===== config.mk =====
export PLATFORM = sky130hd
export DESIGN_NAME = reg_xfer_ctrl_flat
export DESIGN_NICKNAME = d
export VERILOG_FILES = /design/src/rtl/reg_xfer_ctrl_if.sv /design/src/rtl/reg_xfer_ctrl.sv /design/src/flat_wrapper.sv
export SDC_FILE = /design/constraint.sdc
export NUM_CORES = 1
export LEC_CHECK = 0
export CORE_MARGIN = 2
export CORE_UTILIZATION = 45
export CTS_CLUSTER_SIZE = 40
export DETAILED_ROUTE_END_ITERATION = 16
export PLACE_DENSITY = 0.77
export SLEW_MARGIN = 15
export SYNTH_ARGS = -nofsm -noshare
export SYNTH_HDL_FRONTEND = slang
export SYNTH_SLANG_ARGS = --single-unit

===== constraint.sdc =====
create_clock -name clk -period 2.3 [get_ports clk]
set_clock_uncertainty 0.1 [all_clocks]
set_input_delay 0.69 -clock clk [delete_from_list [all_inputs] [get_ports clk]]
set_output_delay 0.69 -clock clk [all_outputs]
set_load 0.01 [all_outputs]

===== src/rtl/reg_xfer_ctrl_if.sv =====
// Request/acknowledge and register-enable bundle for the register transfer controller.
// The master side is the requester pair, and the slave side is the controller.
interface reg_xfer_ctrl_if #(
  parameter int unsigned NREG = 8,
  parameter int unsigned AW   = 3
);
  logic            req0;
  logic [AW-1:0]   src0;
  logic [AW-1:0]   dst0;
  logic            req1;
  logic [AW-1:0]   src1;
  logic [AW-1:0]   dst1;
  logic            ack0;
  logic            ack1;
  logic [NREG-1:0] en_read;
  logic [NREG-1:0] en_write;
  logic            busy;
  logic            err;

  modport master (
    output req0, src0, dst0, req1, src1, dst1,
    input  ack0, ack1, en_read, en_write, busy, err
  );

  modport slave (
    input  req0, src0, dst0, req1, src1, dst1,
    output ack0, ack1, en_read, en_write, busy, err
  );
endinterface


===== src/rtl/reg_xfer_ctrl.sv =====
// Moves one register to another over a shared tri-state bus by sequencing the registers'
// EnRead/EnWrite strobes. Two requesters are served round-robin. All outputs are registered.
module reg_xfer_ctrl #(
  parameter int unsigned NREG = 8,
  parameter int unsigned AW   = 3
) (
  input  logic             clk,
  input  logic             rst_n,
  reg_xfer_ctrl_if.slave   bus
);

  typedef enum logic [1:0] {StIdle, StRead, StWrite, StAck} state_e;

  state_e          state_q, state_d;
  logic            gnt_q, gnt_d;     // requester being served
  logic            last_q, last_d;   // requester served most recently
  logic [AW-1:0]   src_q, src_d;
  logic [AW-1:0]   dst_q, dst_d;
  logic [NREG-1:0] en_read_q, en_read_d;
  logic [NREG-1:0] en_write_q, en_write_d;
  logic            ack0_q, ack0_d;
  logic            ack1_q, ack1_d;
  logic            busy_q, busy_d;
  logic            err_q, err_d;

  // Out-of-range indices decode to an all-zero vector.
  function automatic logic [NREG-1:0] decode(input logic [AW-1:0] idx);
    logic [NREG-1:0] vec;
    vec = '0;
    for (int unsigned i = 0; i < NREG; i++) begin
      if (32'(idx) == i) vec[i] = 1'b1;
    end
    return vec;
  endfunction

  function automatic logic in_range(input logic [AW-1:0] idx);
    return 32'(idx) < NREG;
  endfunction

  always_comb begin
    state_d = state_q;
    gnt_d   = gnt_q;
    last_d  = last_q;
    src_d   = src_q;
    dst_d   = dst_q;

    unique case (state_q)
      StIdle: begin
        if (bus.req0 || bus.req1) begin
          gnt_d   = (bus.req0 && bus.req1) ? ~last_q : bus.req1;
          last_d  = gnt_d;
          src_d   = gnt_d ? bus.src1 : bus.src0;
          dst_d   = gnt_d ? bus.dst1 : bus.dst0;
          state_d = StRead;
        end
      end
      StRead:  state_d = StWrite;
      StWrite: state_d = StAck;
      StAck:   state_d = StIdle;
      default: state_d = StIdle;
    endcase

    // Outputs are computed from the next state so that they line up with it once registered.
    en_read_d  = '0;
    en_write_d = '0;
    if (state_d == StRead || state_d == StWrite) en_read_d = decode(src_d);
    if (state_d == StWrite) en_write_d = decode(dst_d);
    ack0_d = (state_d == StAck) && !gnt_d;
    ack1_d = (state_d == StAck) && gnt_d;
    err_d  = (state_d == StAck) && !(in_range(src_d) && in_range(dst_d));
    busy_d = (state_d != StIdle);
  end

  always_ff @(posedge clk or negedge rst_n) begin
    if (!rst_n) begin
      state_q    <= StIdle;
      gnt_q      <= 1'b0;
      last_q     <= 1'b1;
      src_q      <= '0;
      dst_q      <= '0;
      en_read_q  <= '0;
      en_write_q <= '0;
      ack0_q     <= 1'b0;
      ack1_q     <= 1'b0;
      busy_q     <= 1'b0;
      err_q      <= 1'b0;
    end else begin
      state_q    <= state_d;
      gnt_q      <= gnt_d;
      last_q     <= last_d;
      src_q      <= src_d;
      dst_q      <= dst_d;
      en_read_q  <= en_read_d;
      en_write_q <= en_write_d;
      ack0_q     <= ack0_d;
      ack1_q     <= ack1_d;
      busy_q     <= busy_d;
      err_q      <= err_d;
    end
  end

  assign bus.en_read  = en_read_q;
  assign bus.en_write = en_write_q;
  assign bus.ack0     = ack0_q;
  assign bus.ack1     = ack1_q;
  assign bus.busy     = busy_q;
  assign bus.err      = err_q;

endmodule


===== src/flat_wrapper.sv =====
// flat-port wrapper written by rule: the top's interface ports become plain ports
module reg_xfer_ctrl_flat 
#(
  parameter int unsigned NREG = 8,
  parameter int unsigned AW   = 3
)
  (clk, rst_n, bus_req0, bus_src0, bus_dst0, bus_req1, bus_src1, bus_dst1, bus_ack0, bus_ack1, bus_en_read, bus_en_write, bus_busy, bus_err);
  reg_xfer_ctrl_if #(.NREG(NREG), .AW(AW)) bus_i ();
  input  logic clk;
  input  logic rst_n;
  input wire logic [$bits(bus_i.req0)-1:0] bus_req0;
  input wire logic [$bits(bus_i.src0)-1:0] bus_src0;
  input wire logic [$bits(bus_i.dst0)-1:0] bus_dst0;
  input wire logic [$bits(bus_i.req1)-1:0] bus_req1;
  input wire logic [$bits(bus_i.src1)-1:0] bus_src1;
  input wire logic [$bits(bus_i.dst1)-1:0] bus_dst1;
  output wire logic [$bits(bus_i.ack0)-1:0] bus_ack0;
  output wire logic [$bits(bus_i.ack1)-1:0] bus_ack1;
  output wire logic [$bits(bus_i.en_read)-1:0] bus_en_read;
  output wire logic [$bits(bus_i.en_write)-1:0] bus_en_write;
  output wire logic [$bits(bus_i.busy)-1:0] bus_busy;
  output wire logic [$bits(bus_i.err)-1:0] bus_err;
  assign bus_i.req0 = bus_req0;
  assign bus_i.src0 = bus_src0;
  assign bus_i.dst0 = bus_dst0;
  assign bus_i.req1 = bus_req1;
  assign bus_i.src1 = bus_src1;
  assign bus_i.dst1 = bus_dst1;
  assign bus_ack0 = bus_i.ack0;
  assign bus_ack1 = bus_i.ack1;
  assign bus_en_read = bus_i.en_read;
  assign bus_en_write = bus_i.en_write;
  assign bus_busy = bus_i.busy;
  assign bus_err = bus_i.err;
  reg_xfer_ctrl #(.NREG(NREG), .AW(AW)) u_core (.clk(clk), .rst_n(rst_n), .bus(bus_i));
endmodule

==> impl_metrics.env <==
export IMPL_critPathMostFrequentCell="buf_4"
export IMPL_synth_cell_types=23
export IMPL_gp_congestion=0.862
export IMPL_crit_chain="clkdlybuf4s50_1, buf_4, o21ai_2, buf_4, a21oi_1, a21o_1, inv_2, nor3_1"
export IMPL_ys_warn_count=0
export IMPL_syn_nets=126
export IMPL_synth_area_sq_mm=0.00127
export IMPL_cts_tree="yes"
export IMPL_fill_cells=214
export IMPL_post_cts_buffers=0
export IMPL_start_util=0.468
export IMPL_row_count=19
export IMPL_worst_path_buf_inv=4
export IMPL_design_die_area_sq_mm=0.00326
export IMPL_fin_setup_tns_ns=0
export IMPL_antenna_cells=0
export IMPL_yosysSeqAreaShare=0.574
export IMPL_arrival_ns=2.26
export IMPL_routed_via_density=4.89
export IMPL_clock_sinks=29
export IMPL_synth_seq_cells=29
export IMPL_io_pins=36
export IMPL_die_w_um=57.1
export IMPL_clk_pin_slew_ns=0.09
export IMPL_fin_nets=176
export IMPL_final_cells=186
export IMPL_setup_viol=0
export IMPL_synthCells=104
export IMPL_crit_family="buffers and inverters"
export IMPL_whs_path_depth=2
export IMPL_p_leak_nw=0.846
export IMPL_multiInputGateArea_sq_um=495
export IMPL_cp_max_fo=6
export IMPL_final_core_util=0.670
export IMPL_die_y_um=57.1
export IMPL_critical_path_class="in -> reg"
export IMPL_critical_path_reg2reg_startpoint="u_core.state_q[0]"
export IMPL_slowest_stage="clkdlybuf4s50_1"
export IMPL_antenna_found_initial=0
export IMPL_hold_viol=0
export IMPL_cp_start_kind="input port"
export IMPL_ff2ff_setup_slack_ns=0.34
export IMPL_stdcell_area_sq_mm=0.00182
export IMPL_post_dp_cell_area_sq_mm=0.00171
export IMPL_hpwlAfterDp_um=1870
export IMPL_slew_violations=0
export IMPL_async_flop_share=1.00
export IMPL_min_to="u_core.gnt_q"
export IMPL_firstDrtPassIters=4
export IMPL_cts_buffers_inserted=5
export IMPL_yosysTopAreaCell="dfrtp_1"
export IMPL_layout_drive_gt1_share=0.265
export IMPL_ant_nets=0
export IMPL_drt_wl_total_um=2480
export IMPL_grt_pass1_vias=947
export IMPL_worst_skew_pair_late_latency_ns=0.33
export IMPL_core_area_sq_mm=0.00271
export IMPL_seqCellArea_sq_um=727
export IMPL_cts_buffer_depth=2
export IMPL_synth_edff_count=0
export IMPL_hold_buffers=0
export IMPL_rr_endpoint="u_core.bus.en_write[2]"
export IMPL_drtIter0Drc=11
export IMPL_area_delta_synth_final_pct=43.3
export IMPL_r2r_cells=8
export IMPL_grt_first_pass_wirelength_um=4160
export IMPL_vias=910
export IMPL_worstPathRequired_ns=2.44
export IMPL_track_usage=0.172
export IMPL_synth_top_cell_area_share=0.553
export IMPL_drv_cap=0
export IMPL_final_period_utilization=0.919
export IMPL_cts_htree_levels=2
export IMPL_outcome="complete, no violations"
export IMPL_synthTopCellsByArea="dfrtp_1 (55%), nor3_2 (6.3%), ha_1 (5.9%), a221oi_4 (4.1%), nor3_1 (3.6%)"
export IMPL_overflow=0
export IMPL_finalPower_mw=2.46
export IMPL_avgRoutedWirePerCell_um=13.3
export IMPL_cts_resized=0
export IMPL_ys_flop_type="dfrtp_1"
export IMPL_worstHoldStart="u_core.gnt_q"
export IMPL_min_period_ns=2.11
export IMPL_dp_cells=178
export IMPL_max_stage_delay_ns=0.48
export IMPL_max_freq_mhz=473
export IMPL_drcViolationCount=0
export IMPL_avgSynthCellArea_sq_um=12.2
export IMPL_endpoint_kind="flop"
export IMPL_portBuffers=34
export IMPL_yosysMostFrequentCell="dfrtp_1"
export IMPL_rsz0062_at_grt="no"
export IMPL_ir_drop_uv=1080
export IMPL_hold_class="reg -> reg"
export IMPL_powerDensity_mw_per_mm2=1350
export IMPL_grt_max_degree=30
export IMPL_synth_top_cells_by_count="dfrtp_1 (28), nor2_1 (9), nor3_1 (9)"
export IMPL_cts_root_buf="clkbuf_4"
## registers in the layout (all words and copies together) (netlist names)
register	cells
u_core.bus.en_read	8
u_core.bus.ack0	1
u_core.gnt_q	1
u_core.last_q	1
u_core.bus.busy	1
u_core.state_q	2
u_core.bus.en_write	8
u_core.bus.ack1	1
u_core.src_q	3
u_core.dst_q	3
## cells by family after synthesis
kind of cell               synth area share
AOI/OAI and AO/OA                     0.151
buffers and inverters                0.0355
and+or+nand+nor                       0.178
DFF                                   0.574
adders and majority gates            0.0592
other                               0.00296
## metal layers
layer | global-route usage | up-vias | share of wire
met5 | 0 | - | 0
met1 | 0.194 | 420 | 0.42
met3 | 0.0884 | 6 | 0.090
met2 | 0.278 | 35 | 0.47
li1 | - | 449 | -
met4 | 0.0698 | 0 | 0.021
## report_power, final
group          internal (mW)  leakage (nW)  total (mW)  switching, mW
clock network          0.336        0.0552       0.517          0.181
logic                  0.558         0.420        1.19          0.630
registers              0.691         0.371       0.757         0.0662
## cells in the final DEF (no fill, tap or decap), types with 2 or more instances in the layout
master           Yosys  final
a21o_1               5      5
a21oi_1              5      5
a221oi_4             2      2
and2_1               3      3
buf_4                1     10
bufinv_16            0      2
clkbuf_4             0      5
clkdlybuf4s50_1      0     34
dfrtp_1             28     28
ha_1                 6      6
inv_1                6      6
inv_2                4      4
nand2_1              5      5
nor2_1               9      9
nor3_1               9      9
nor3_2               8      8
o21ai_2              3      3
or3b_4               2      2
## worst max-delay path by stage
stage	startpoint	endpoint	cells past startpoint
5_1_grt	bus_req0	u_core.bus.en_read[2]	8
3_5_place_dp	bus_req0	u_core.bus.en_write[5]	7
2_1_floorplan	bus_req0	u_core.bus.en_read[6]	5
6_report	bus_req0	u_core.bus.en_write[2]	8
3_3_place_gp	bus_req0	u_core.bus.en_write[4]	7
4_1_cts	bus_req0	u_core.bus.en_write[5]	7
## worst reg2reg max path, cell delays in order, from the launching register on
cell,delay (ns)
dfrtp_1,0.40
inv_1,0.13
ha_1,0.29
o21ai_2,0.11
buf_4,0.16
a21oi_1,0.11
a21o_1,0.25
inv_2,0.10
nor3_1,0.22
## stage by stage
step | worst slack (ns) | hold WS [ns]
final | 0.187 | 0.413
after global routing | 0.0637 | 0.435
after CTS | 0.194 | 0.418
after detailed placement | -0.166 | 0.397
after global placement | -0.112 | 0.389
after floorplan | 0.430 | 0.294
## cell type report
class / count / area share
clock buffers: 5 / 0.0207
clock inverters: 3 / 0.0358
flip-flops and latches: 29 / 0.400
inverters: 10 / 0.0207
multi-input cells: 64 / 0.273
repair buffers: 44 / 0.229
well taps: 31 / 0.0213
Power figures use the tool's default switching activity.
